File: src/rtl/pic_cmd_sequencer.sv
// ICW1..ICW4 / OCW1..OCW3 command sequencer and configuration store for an 8259-style PIC.
// Optional registered readback on dout is enabled by defining PIC_OCW_READBACK_EN.
module pic_cmd_sequencer #(
  parameter logic [7:0]  IMR_INIT = 8'h00,
  parameter int unsigned VEC_W    = 5
) (
  input  logic             clk,
  input  logic             reset,
  input  logic             wr_strobe,
  input  logic             a0,
  input  logic [7:0]       din,
  output logic             init_done,
  output logic [2:0]       seq_state,
  output logic             init_pulse,
  output logic             ltim,
  output logic             sngl,
  output logic [VEC_W-1:0] vector_base,
  output logic [7:0]       icw3,
  output logic             aeoi,
  output logic             sfnm,
  output logic [7:0]       imr,
  output logic             ocw2_pulse,
  output logic             ocw2_r,
  output logic             ocw2_sl,
  output logic             ocw2_eoi,
  output logic [2:0]       ocw2_level,
  output logic             smm,
  output logic             ris,
  output logic             poll_pulse,
  input  logic [7:0]       irr_in,
  input  logic [7:0]       isr_in,
  output logic [7:0]       dout
);

  localparam logic [2:0] StUninit = 3'b000;
  localparam logic [2:0] StWIcw2  = 3'b001;
  localparam logic [2:0] StWIcw3  = 3'b010;
  localparam logic [2:0] StWIcw4  = 3'b011;
  localparam logic [2:0] StReady  = 3'b100;

  logic [2:0]       state_q, state_d;
  logic             ic4_q, ic4_d;
  logic             ltim_q, ltim_d;
  logic             sngl_q, sngl_d;
  logic [VEC_W-1:0] vec_q, vec_d;
  logic [7:0]       icw3_q, icw3_d;
  logic             aeoi_q, aeoi_d;
  logic             sfnm_q, sfnm_d;
  logic [7:0]       imr_q, imr_d;
  logic             smm_q, smm_d;
  logic             ris_q, ris_d;
  logic             init_pulse_q, init_pulse_d;
  logic             ocw2_pulse_q, ocw2_pulse_d;
  logic             poll_pulse_q, poll_pulse_d;
  logic [2:0]       ocw2_hi_q, ocw2_hi_d;
  logic [2:0]       ocw2_lvl_q, ocw2_lvl_d;

  logic is_icw1, is_data, is_ocw;

  // ICW1 is recognised in any state; OCW2/OCW3 only once initialization has finished.
  assign is_icw1 = wr_strobe & ~a0 & din[4];
  assign is_data = wr_strobe & a0;
  assign is_ocw  = wr_strobe & ~a0 & ~din[4] & (state_q == StReady);

  always_comb begin
    state_d      = state_q;
    ic4_d        = ic4_q;
    ltim_d       = ltim_q;
    sngl_d       = sngl_q;
    vec_d        = vec_q;
    icw3_d       = icw3_q;
    aeoi_d       = aeoi_q;
    sfnm_d       = sfnm_q;
    imr_d        = imr_q;
    smm_d        = smm_q;
    ris_d        = ris_q;
    ocw2_hi_d    = ocw2_hi_q;
    ocw2_lvl_d   = ocw2_lvl_q;
    init_pulse_d = 1'b0;
    ocw2_pulse_d = 1'b0;
    poll_pulse_d = 1'b0;

    if (is_icw1) begin
      ltim_d       = din[3];
      sngl_d       = din[1];
      ic4_d        = din[0];
      aeoi_d       = 1'b0;
      sfnm_d       = 1'b0;
      smm_d        = 1'b0;
      ris_d        = 1'b0;
      icw3_d       = 8'h00;
      imr_d        = IMR_INIT;
      init_pulse_d = 1'b1;
      state_d      = StWIcw2;
    end else if (is_data) begin
      case (state_q)
        StWIcw2: begin
          vec_d = din[7 -: VEC_W];
          if (!sngl_q)    state_d = StWIcw3;
          else if (ic4_q) state_d = StWIcw4;
          else            state_d = StReady;
        end
        StWIcw3: begin
          icw3_d  = din;
          state_d = ic4_q ? StWIcw4 : StReady;
        end
        StWIcw4: begin
          aeoi_d  = din[1];
          sfnm_d  = din[4];
          state_d = StReady;
        end
        StReady: imr_d = din;
        default: ;
      endcase
    end else if (is_ocw) begin
      if (!din[3]) begin
        ocw2_hi_d    = din[7:5];
        ocw2_lvl_d   = din[2:0];
        ocw2_pulse_d = 1'b1;
      end else begin
        if (din[1]) ris_d = din[0];
        if (din[6]) smm_d = din[5];
        poll_pulse_d = din[2];
      end
    end
  end

  always_ff @(posedge clk) begin
    if (reset) begin
      state_q      <= StUninit;
      ic4_q        <= 1'b0;
      ltim_q       <= 1'b0;
      sngl_q       <= 1'b0;
      vec_q        <= '0;
      icw3_q       <= 8'h00;
      aeoi_q       <= 1'b0;
      sfnm_q       <= 1'b0;
      imr_q        <= IMR_INIT;
      smm_q        <= 1'b0;
      ris_q        <= 1'b0;
      ocw2_hi_q    <= 3'b000;
      ocw2_lvl_q   <= 3'b000;
      init_pulse_q <= 1'b0;
      ocw2_pulse_q <= 1'b0;
      poll_pulse_q <= 1'b0;
    end else begin
      state_q      <= state_d;
      ic4_q        <= ic4_d;
      ltim_q       <= ltim_d;
      sngl_q       <= sngl_d;
      vec_q        <= vec_d;
      icw3_q       <= icw3_d;
      aeoi_q       <= aeoi_d;
      sfnm_q       <= sfnm_d;
      imr_q        <= imr_d;
      smm_q        <= smm_d;
      ris_q        <= ris_d;
      ocw2_hi_q    <= ocw2_hi_d;
      ocw2_lvl_q   <= ocw2_lvl_d;
      init_pulse_q <= init_pulse_d;
      ocw2_pulse_q <= ocw2_pulse_d;
      poll_pulse_q <= poll_pulse_d;
    end
  end

`ifdef PIC_OCW_READBACK_EN
  logic [7:0] dout_q;

  always_ff @(posedge clk) begin
    if (reset) dout_q <= 8'h00;
    else       dout_q <= a0 ? imr_q : (ris_q ? isr_in : irr_in);
  end

  assign dout = dout_q;
`else
  logic unused_readback;
  assign unused_readback = ^{irr_in, isr_in};
  assign dout            = 8'h00;
`endif

  assign init_done   = (state_q == StReady);
  assign seq_state   = state_q;
  assign init_pulse  = init_pulse_q;
  assign ltim        = ltim_q;
  assign sngl        = sngl_q;
  assign vector_base = vec_q;
  assign icw3        = icw3_q;
  assign aeoi        = aeoi_q;
  assign sfnm        = sfnm_q;
  assign imr         = imr_q;
  assign ocw2_pulse  = ocw2_pulse_q;
  assign ocw2_r      = ocw2_hi_q[2];
  assign ocw2_sl     = ocw2_hi_q[1];
  assign ocw2_eoi    = ocw2_hi_q[0];
  assign ocw2_level  = ocw2_lvl_q;
  assign smm         = smm_q;
  assign ris         = ris_q;
  assign poll_pulse  = poll_pulse_q;

endmodule

File: config.mk
export PLATFORM = sky130hd
export DESIGN_NAME = pic_cmd_sequencer
export DESIGN_NICKNAME = d
export VERILOG_FILES = /design/src/rtl/pic_cmd_sequencer.sv
export SDC_FILE = /design/constraint.sdc
export NUM_CORES = 1
export LEC_CHECK = 0
export BUFFER_PORTS_ARGS = -buffer_cell sky130_fd_sc_hd__buf_2
export CAP_MARGIN = 0
export CORE_ASPECT_RATIO = 2
export CORE_MARGIN = 1.5
export CORE_UTILIZATION = 50
export DETAILED_ROUTE_END_ITERATION = 8
export HOLD_SLACK_MARGIN = 0.15
export PLACE_DENSITY = 0.89
export SLEW_MARGIN = 20
export SYNTH_ARGS = -nofsm -noshare
export SYNTH_HDL_FRONTEND = slang
export SYNTH_SLANG_ARGS = --single-unit
File: constraint.sdc
create_clock -name clk -period 2.4 [get_ports clk]
set_input_delay 0.36 -clock clk [delete_from_list [all_inputs] [get_ports clk]]
set_output_delay 0.36 -clock clk [all_outputs]
set_load 0.01 [all_outputs]
==> results by group, run 1 <==
GRT
  – Vias in the first global route: roughly 1500
  – First-pass GRT wire length: about 6.7 mm
  – Largest net degree at the start of global routing: 24
  – GRT Overall Usage: 0.2330
  – Initial antenna violation count: 0
  – GRT overflow: 0

Timing
  – Achievable frequency: 557.6 MHz
  – RSZ-0062 raised after global routing: false
  – Setup Skew: approximately 0.010 ns
  – Tcrit/Tclk final: 0.7472
  – Final hold vios: 0
  – Worst Max-Slew Pin Slew: roughly 0.63 ns
  – Endpoints failing setup: 0
  – Slew Limit Fails: 0
  – Setup TNS: 0 ns
  – Hold WS: 0.3689 ns
  – Min Tclk post-route: ~1.8 ns
  – Slew HR: 0.5794

Synth
  – Cell with the most instances after synthesis: dfxtp_1
  – Asr flop ratio synth: 0
  – Synth warn: 0
  – #FFs+latches synth: 40
  – Ranking of synthesized cells by instance count: 40 x dfxtp_1, 28 x a21oi_1, 24 x o21ai_0
  – Synth area leaders: dfxtp_1 46%, a21oi_1 8.0%, o21ai_0 6.9%, nand2b_1 6.8%, nand3_1 6.0%
  – Yosys top cell by area: dfxtp_1
  – Mapped Area: ~1700 um2
  – Post-synth EDFFs: 0
  – Top cell type's share of synthesized area: 0.4578
  – Avg Inst Size Synth: ~8.7 um2
  – Register area share after synthesis: 0.4578
  – Cell variety after synth: 30
  – Post-synthesis cell count: about 200
  – Ys flop type: dfxtp_1

Clock tree
  – Clk sinks: 40
  – CTS tree: built
  – Num CTS Buffers: 5
  – Hold_buf cts: 0
  – H-tree depth: 2
  – Worst-Skew Late Latency: about 0.29 ns
  – Setup Buffers After CTS: 0
  – CTS clk-pin slew, worst paths: around 0.080 ns
  – Root Buffer: clkbuf_8
  – Clock Path Buffers: 2
  – PostCTS Resize Cnt: 0

Floorplan
  – Row cnt: 30
  – Die height: 86.65 um
  – Initial Util: 0.5178
  – Die X: approximately 45 um
  – Core area: 3378 um2
  – Die Area: about 3900 um2
  – Ports: 76

Drt
  – Vias per inst: 5.867
  – WL/cell: 14.94 um
  – DR pass1 iterations: 4
  – Initial DRC Count: 36
  – Final wirelength: roughly 4.2 mm
  – Antenna Nets Post-Route: 0
  – DR DRC count: 0
  – Routed via count: approximately 1600

Layout
  – P&R area growth vs syn: 17.10%
  – Final #Nets: approximately 270
  – Filler cells: 316
  – Ant. Diodes: 0
  – Share of cells above drive strength 1: 0.2520

Worst setup path
  – Crit path from: seq_state[0]$_SDFFE_PP0P_
  – CP Data Required Time: approximately 2.6 ns
  – CP startpoint kind: flip-flop
  – Critical path arrival: about 2.0 ns
  – FF-to-FF End: ocw2_level[0]$_SDFFE_PP0P_
  – Reg2Reg Launch Point: seq_state[0]$_SDFFE_PP0P_
  – Crit path to: ocw2_level[0]$_SDFFE_PP0P_
  – Crit end category: flip-flop
  – WS Path Type: reg2reg
  – Crit-path max FO: 16
  – R2R depth: 3
  – R2R Setup Slk: a little over 0.6 ns

Run
  – Number of max-cap violations: 0

Placement
  – GPL Wtd Cong: ~0.84
  – Final HPWL DP: 2.935 mm
  – Buffers on Ports: 51

Power and ir drop
  – Maximum VDD drop: approximately 440 uV
  – Leakage: ~0.87 nW
  – Pwr dens: about 580 nW/um2

Worst hold path
  – Min-delay src: din[2]
  – Hold/Removal Path Class: in2reg

Outcome
  – Outcome: finished, final reports clean
[logic make-up (layout without fill, tap and decap cells)]
| kind of cell | count (synthesis) | after routing | share of synthesized area |
|---|---|---|---|
| multiplexers | 9 | 9 | 0.05150 |
| other | 1 | 8 | 0.002144 |
| buffers and inverters | 26 | 64 | 0.07439 |
| AO/OA/AOI/OAI | 58 | 58 | 0.1745 |
| AND/OR/NAND/NOR | 67 | 67 | 0.2396 |
| flip-flops | 40 | 40 | 0.4578 |
[through the flow]
step / cell area [um2] / total power [W] / util / setup slack (ns) / instances
after floorplan: 1775 / 0.0007543 / - / 0.8109 / 208
final: 2048 / 0.001180 / 0.6063 / 0.6067 / 278
after global routing: 2048 / 0.001221 / 0.6063 / 0.4771 / 278
after detailed placement: 1971 / 0.0007787 / 0.5833 / 0.6197 / 271
after global placement: 1971 / 0.0007775 / 0.5833 / 0.6597 / 271
after CTS: 2048 / 0.001188 / 0.6063 / 0.5953 / 278
[worst max-delay path, stage by stage (launching register included)]
cell,delay (ns)
dfxtp_1,0.46
or3b_4,0.49
nor4_4,0.53
mux2i_1,0.25
[flip-flops by register name (all words and copies together) (netlist names)]
signal and cells:
vector_base 5, poll_pulse 1, ltim 1, aeoi 1
ris 1, ocw2_hi_q 3, smm 1, seq_state 3
ic4_q 1, icw3 8, ocw2_level 3, imr 8
ocw2_pulse 1, sngl 1, sfnm 1, init_pulse 1
[worst min-delay path by stage]
stage                                 to  cells past startpoint  slack (ns)
2_1_floorplan  ocw2_hi_q[0]$_SDFFE_PP0P_                      2        0.49
3_3_place_gp            smm$_SDFFE_PP0P_                      2        0.45
3_5_place_dp            smm$_SDFFE_PP0P_                      2        0.46
4_1_cts             icw3[7]$_SDFFE_PP0P_                      3        0.36
5_1_grt             icw3[2]$_SDFFE_PP0P_                      3        0.38
6_report            icw3[2]$_SDFFE_PP0P_                      3        0.37
[power breakdown]
| part | internal (W) | switching [W] |
|---|---|---|
| Clock | 0.000197 | 0.000216 |
| Combinational | 0.0000270 | 0.0000651 |
| Sequential | 0.000668 | 0.00000599 |
[final cells by class]
cell class / instances / area [um2] / area share
Inverter: 4 / 15.01 / 0.007330
Tap cell: 32 / 40.04 / 0.01955
Clock inverter: 1 / 5.005 / 0.002443
Clock buffer: 6 / 72.57 / 0.03543
Multi-Input combinational cell: 142 / 844.6 / 0.4123
Sequential cell: 40 / 800.8 / 0.3910
Timing Repair Buffer: 53 / 270.3 / 0.1319
[per-layer routing]
layer	GRT usage	vias up	wire length, um
li1	-	781	-
met1	0.2408	756	1511
met2	0.3887	72	2161
met3	0.05417	22	227
met4	0.1711	0	253
met5	0	-	0
[cells in the final DEF (no fill, tap or decap), drive strengths merged, types with 2 or more instances in the layout]
cell type  netlist  routed
nand2            3       3
nor2b            4       4
nand2b          19      19
nand3b           3       3
a21oi           28      28
nand4bb          2       2
nand3           21      21
buf             11      53
nor2             4       4
and3b            3       3
nor4             2       2
dfxtp           40      40
nand4            2       2
o21ai           24      24
clkbuf          11       6
mux2i            9       9
inv              4       4
conb             1       8
or3              2       2
o211ai           2       2
No activity file was read; power rests on OpenSTA's default activity.
==> run 2, diff against run 1 <==
CORE_UTILIZATION = 47   (was 50)
PLACE_DENSITY = 0.84   (was 0.89)
clock period = 1.8 ns   (was 2.4 ns; I/O delays follow)
==> results by group, run 2 (synthesis results as in run 1) <==
Outcome
  – Outcome: finished, final reports clean

Drt
  – Routed via count: 1619 (-0.74%)
  – Antenna Nets Post-Route: 0 (unchanged)
  – Final wirelength: 4.222 mm (+1.6%)
  – DR pass1 iterations: 4 (unchanged)
  – WL/cell: 14.07 um (-5.8%)
  – DR DRC count: 0 (unchanged)
  – Vias per inst: 5.397 (-8.0%)
  – Initial DRC Count: 54 (+50%)

Timing
  – Min Tclk post-route: roughly 1.7 ns
  – Final hold vios: 0 (unchanged)
  – Tcrit/Tclk final: 0.9169
  – Endpoints failing setup: 0 (unchanged)
  – Slew HR: 0.6239 (+0.04449)
  – Achievable frequency: between 600 and 700 MHz
  – RSZ-0062 raised after global routing: false
  – Slew Limit Fails: 0 (unchanged)
  – Worst Max-Slew Pin Slew: 0.5625 ns (-0.06713 ns)
  – Setup Skew: 0.009140 ns (-0.001204 ns)
  – Setup TNS: 0 ns (unchanged)

Clock tree
  – PostCTS Resize Cnt: 0 (unchanged)
  – Clk sinks: 40 (unchanged)
  – H-tree depth: 2 (unchanged)
  – Root Buffer: clkbuf_8
  – Worst-Skew Late Latency: 0.30 ns (about the same)
  – Clock Path Buffers: 2 (unchanged)
  – Hold_buf cts: 0 (unchanged)
  – Setup Buffers After CTS: 0 (unchanged)
  – CTS clk-pin slew, worst paths: 0.08 ns (about the same)
  – CTS tree: built
  – Num CTS Buffers: 5 (unchanged)

Worst setup path
  – Worst path max stage delay: 0.45 ns (-0.08 ns)
  – Crit-path leading delay family: flip-flops
  – CP startpoint kind: flip-flop
  – Crit end category: output pin
  – Critical path buffers and inverters: 2 (+2)
  – Crit-path cells: or3b_4 > inv_1 > buf_2
  – Critical path arrival: 1.38 ns (-0.64 ns)
  – Slowest-stage cell, CP: dfxtp_1
  – CP Data Required Time: 1.53 ns (-1.09 ns)
  – WS Path Type: reg2out
  – Crit-path max FO: 8 (-8)

Floorplan
  – Initial Util: 0.4849 (-0.03287)
  – Die Area: 4119 um2 (+6.0%)
  – Core area: 3607 um2 (+6.8%)
  – Die height: 89.28 um (+3.0%)
  – Row cnt: 31 (+3.3%)
  – Ports: 76 (unchanged)
  – Die X: 46.14 um (+2.9%)

Power and ir drop
  – Leakage: 0.9002 nW (+3.3%)
  – Pwr dens: 776.2 nW/um2 (+35%)
  – Maximum VDD drop: 546.1 uV (+25%)
  – Total power: 0.001652 W (+40%)

GRT
  – Vias in the first global route: 1430 (-6.0%)
  – Initial antenna violation count: 0 (unchanged)
  – First-pass GRT wire length: 6.561 mm (-2.7%)
  – Largest net degree at the start of global routing: 24 (unchanged)
  – GRT Overall Usage: 0.2227 (-0.01023)
  – GRT overflow: 0 (unchanged)

Layout
  – Final #Nets: 278 (+1.5%)
  – Commonest non-fill, non-tap cell in the layout: buf_2
  – Most frequent cells in the layout: 51 x buf_2, 40 x dfxtp_1, 28 x a21oi_1
  – Ant. Diodes: 0 (unchanged)
  – P&R area growth vs syn: 21.67%
  – Share of cells above drive strength 1: 0.2669 (+0.01490)

Placement
  – Final HPWL DP: 3.002 mm (+2.3%)
  – GPL Wtd Cong: 0.8103 (-3.8%)
  – Buffers on Ports: 51 (unchanged)

Run
  – Number of max-cap violations: 0 (unchanged)

Worst hold path
  – Hold/Removal Path Class: in2reg
-- run 2: cell count changes in the layout (fill, tap and decap cells not counted), sizes merged --
cell and delta:
clkinv -1, clkbuf +1, clkinvlp +1, buf +4
-- run 2: area by class of cell --
class                      instances  area [um2]
clock inverter                     1       7.507
sequential                        40       800.8
timing repair buffer              57       312.8
clock buffer                       7       86.33
inverter                           4       15.01
fill                             354        1479
multi-input combinational        142       844.6
tap                               49       61.31
-- run 2: power by group --
group          internal, W  switching (W)  leakage, nW  total (W)
Clock             0.000311       0.000311       0.0445   0.000622
Combinational    0.0000422      0.0000919        0.533   0.000134
Sequential        0.000890     0.00000540        0.323   0.000896
Total              0.00124       0.000408        0.900    0.00165
-- run 2: final timing paths --
check,from,to,slack (ns),cells past startpoint
setup / recovery,seq_state[2]$_SDFFE_PP0P_,init_done,0.15,3
hold / removal,din[7],imr[7]$_SDFFE_PP0P_,0.27,3
setup reg to reg,seq_state[2]$_SDFFE_PP0P_,ocw2_hi_q[1]$_SDFFE_PP0P_,0.22,4
hold reg to reg,ocw2_hi_q[0]$_SDFFE_PP0P_,ocw2_hi_q[0]$_SDFFE_PP0P_,0.47,2
-- run 2: worst min-delay path: stages --
cell,delay [ns]
buf_2,0.13
nand3_1,0.06
a21oi_1,0.05
-- run 2: through the flow --
stage,hold slack [ns],cell area (um2),util,worst slack (ns),cells
final,0.2653,2128,0.5900,0.1496,300
after global routing,0.2663,2128,0.5900,0.07141,300
after CTS,0.2605,2128,0.5900,0.1502,300
after detailed placement,0.4636,2034,0.5640,0.2370,292
after global placement,0.4550,2034,0.5640,0.3142,292
after floorplan,0.4139,1775,-,0.2109,208
-- run 2: per-layer routing --
metal | vias to the layer above | track usage | wire length [um] | part of all wire
li1 | 787 | - | - | -
met1 | 750 | 0.2304 | 1604 | 0.38
met2 | 69 | 0.3889 | 2203 | 0.52
met3 | 13 | 0.03838 | 223 | 0.053
met4 | 0 | 0.1429 | 191 | 0.045
met5 | - | 0 | 0 | 0
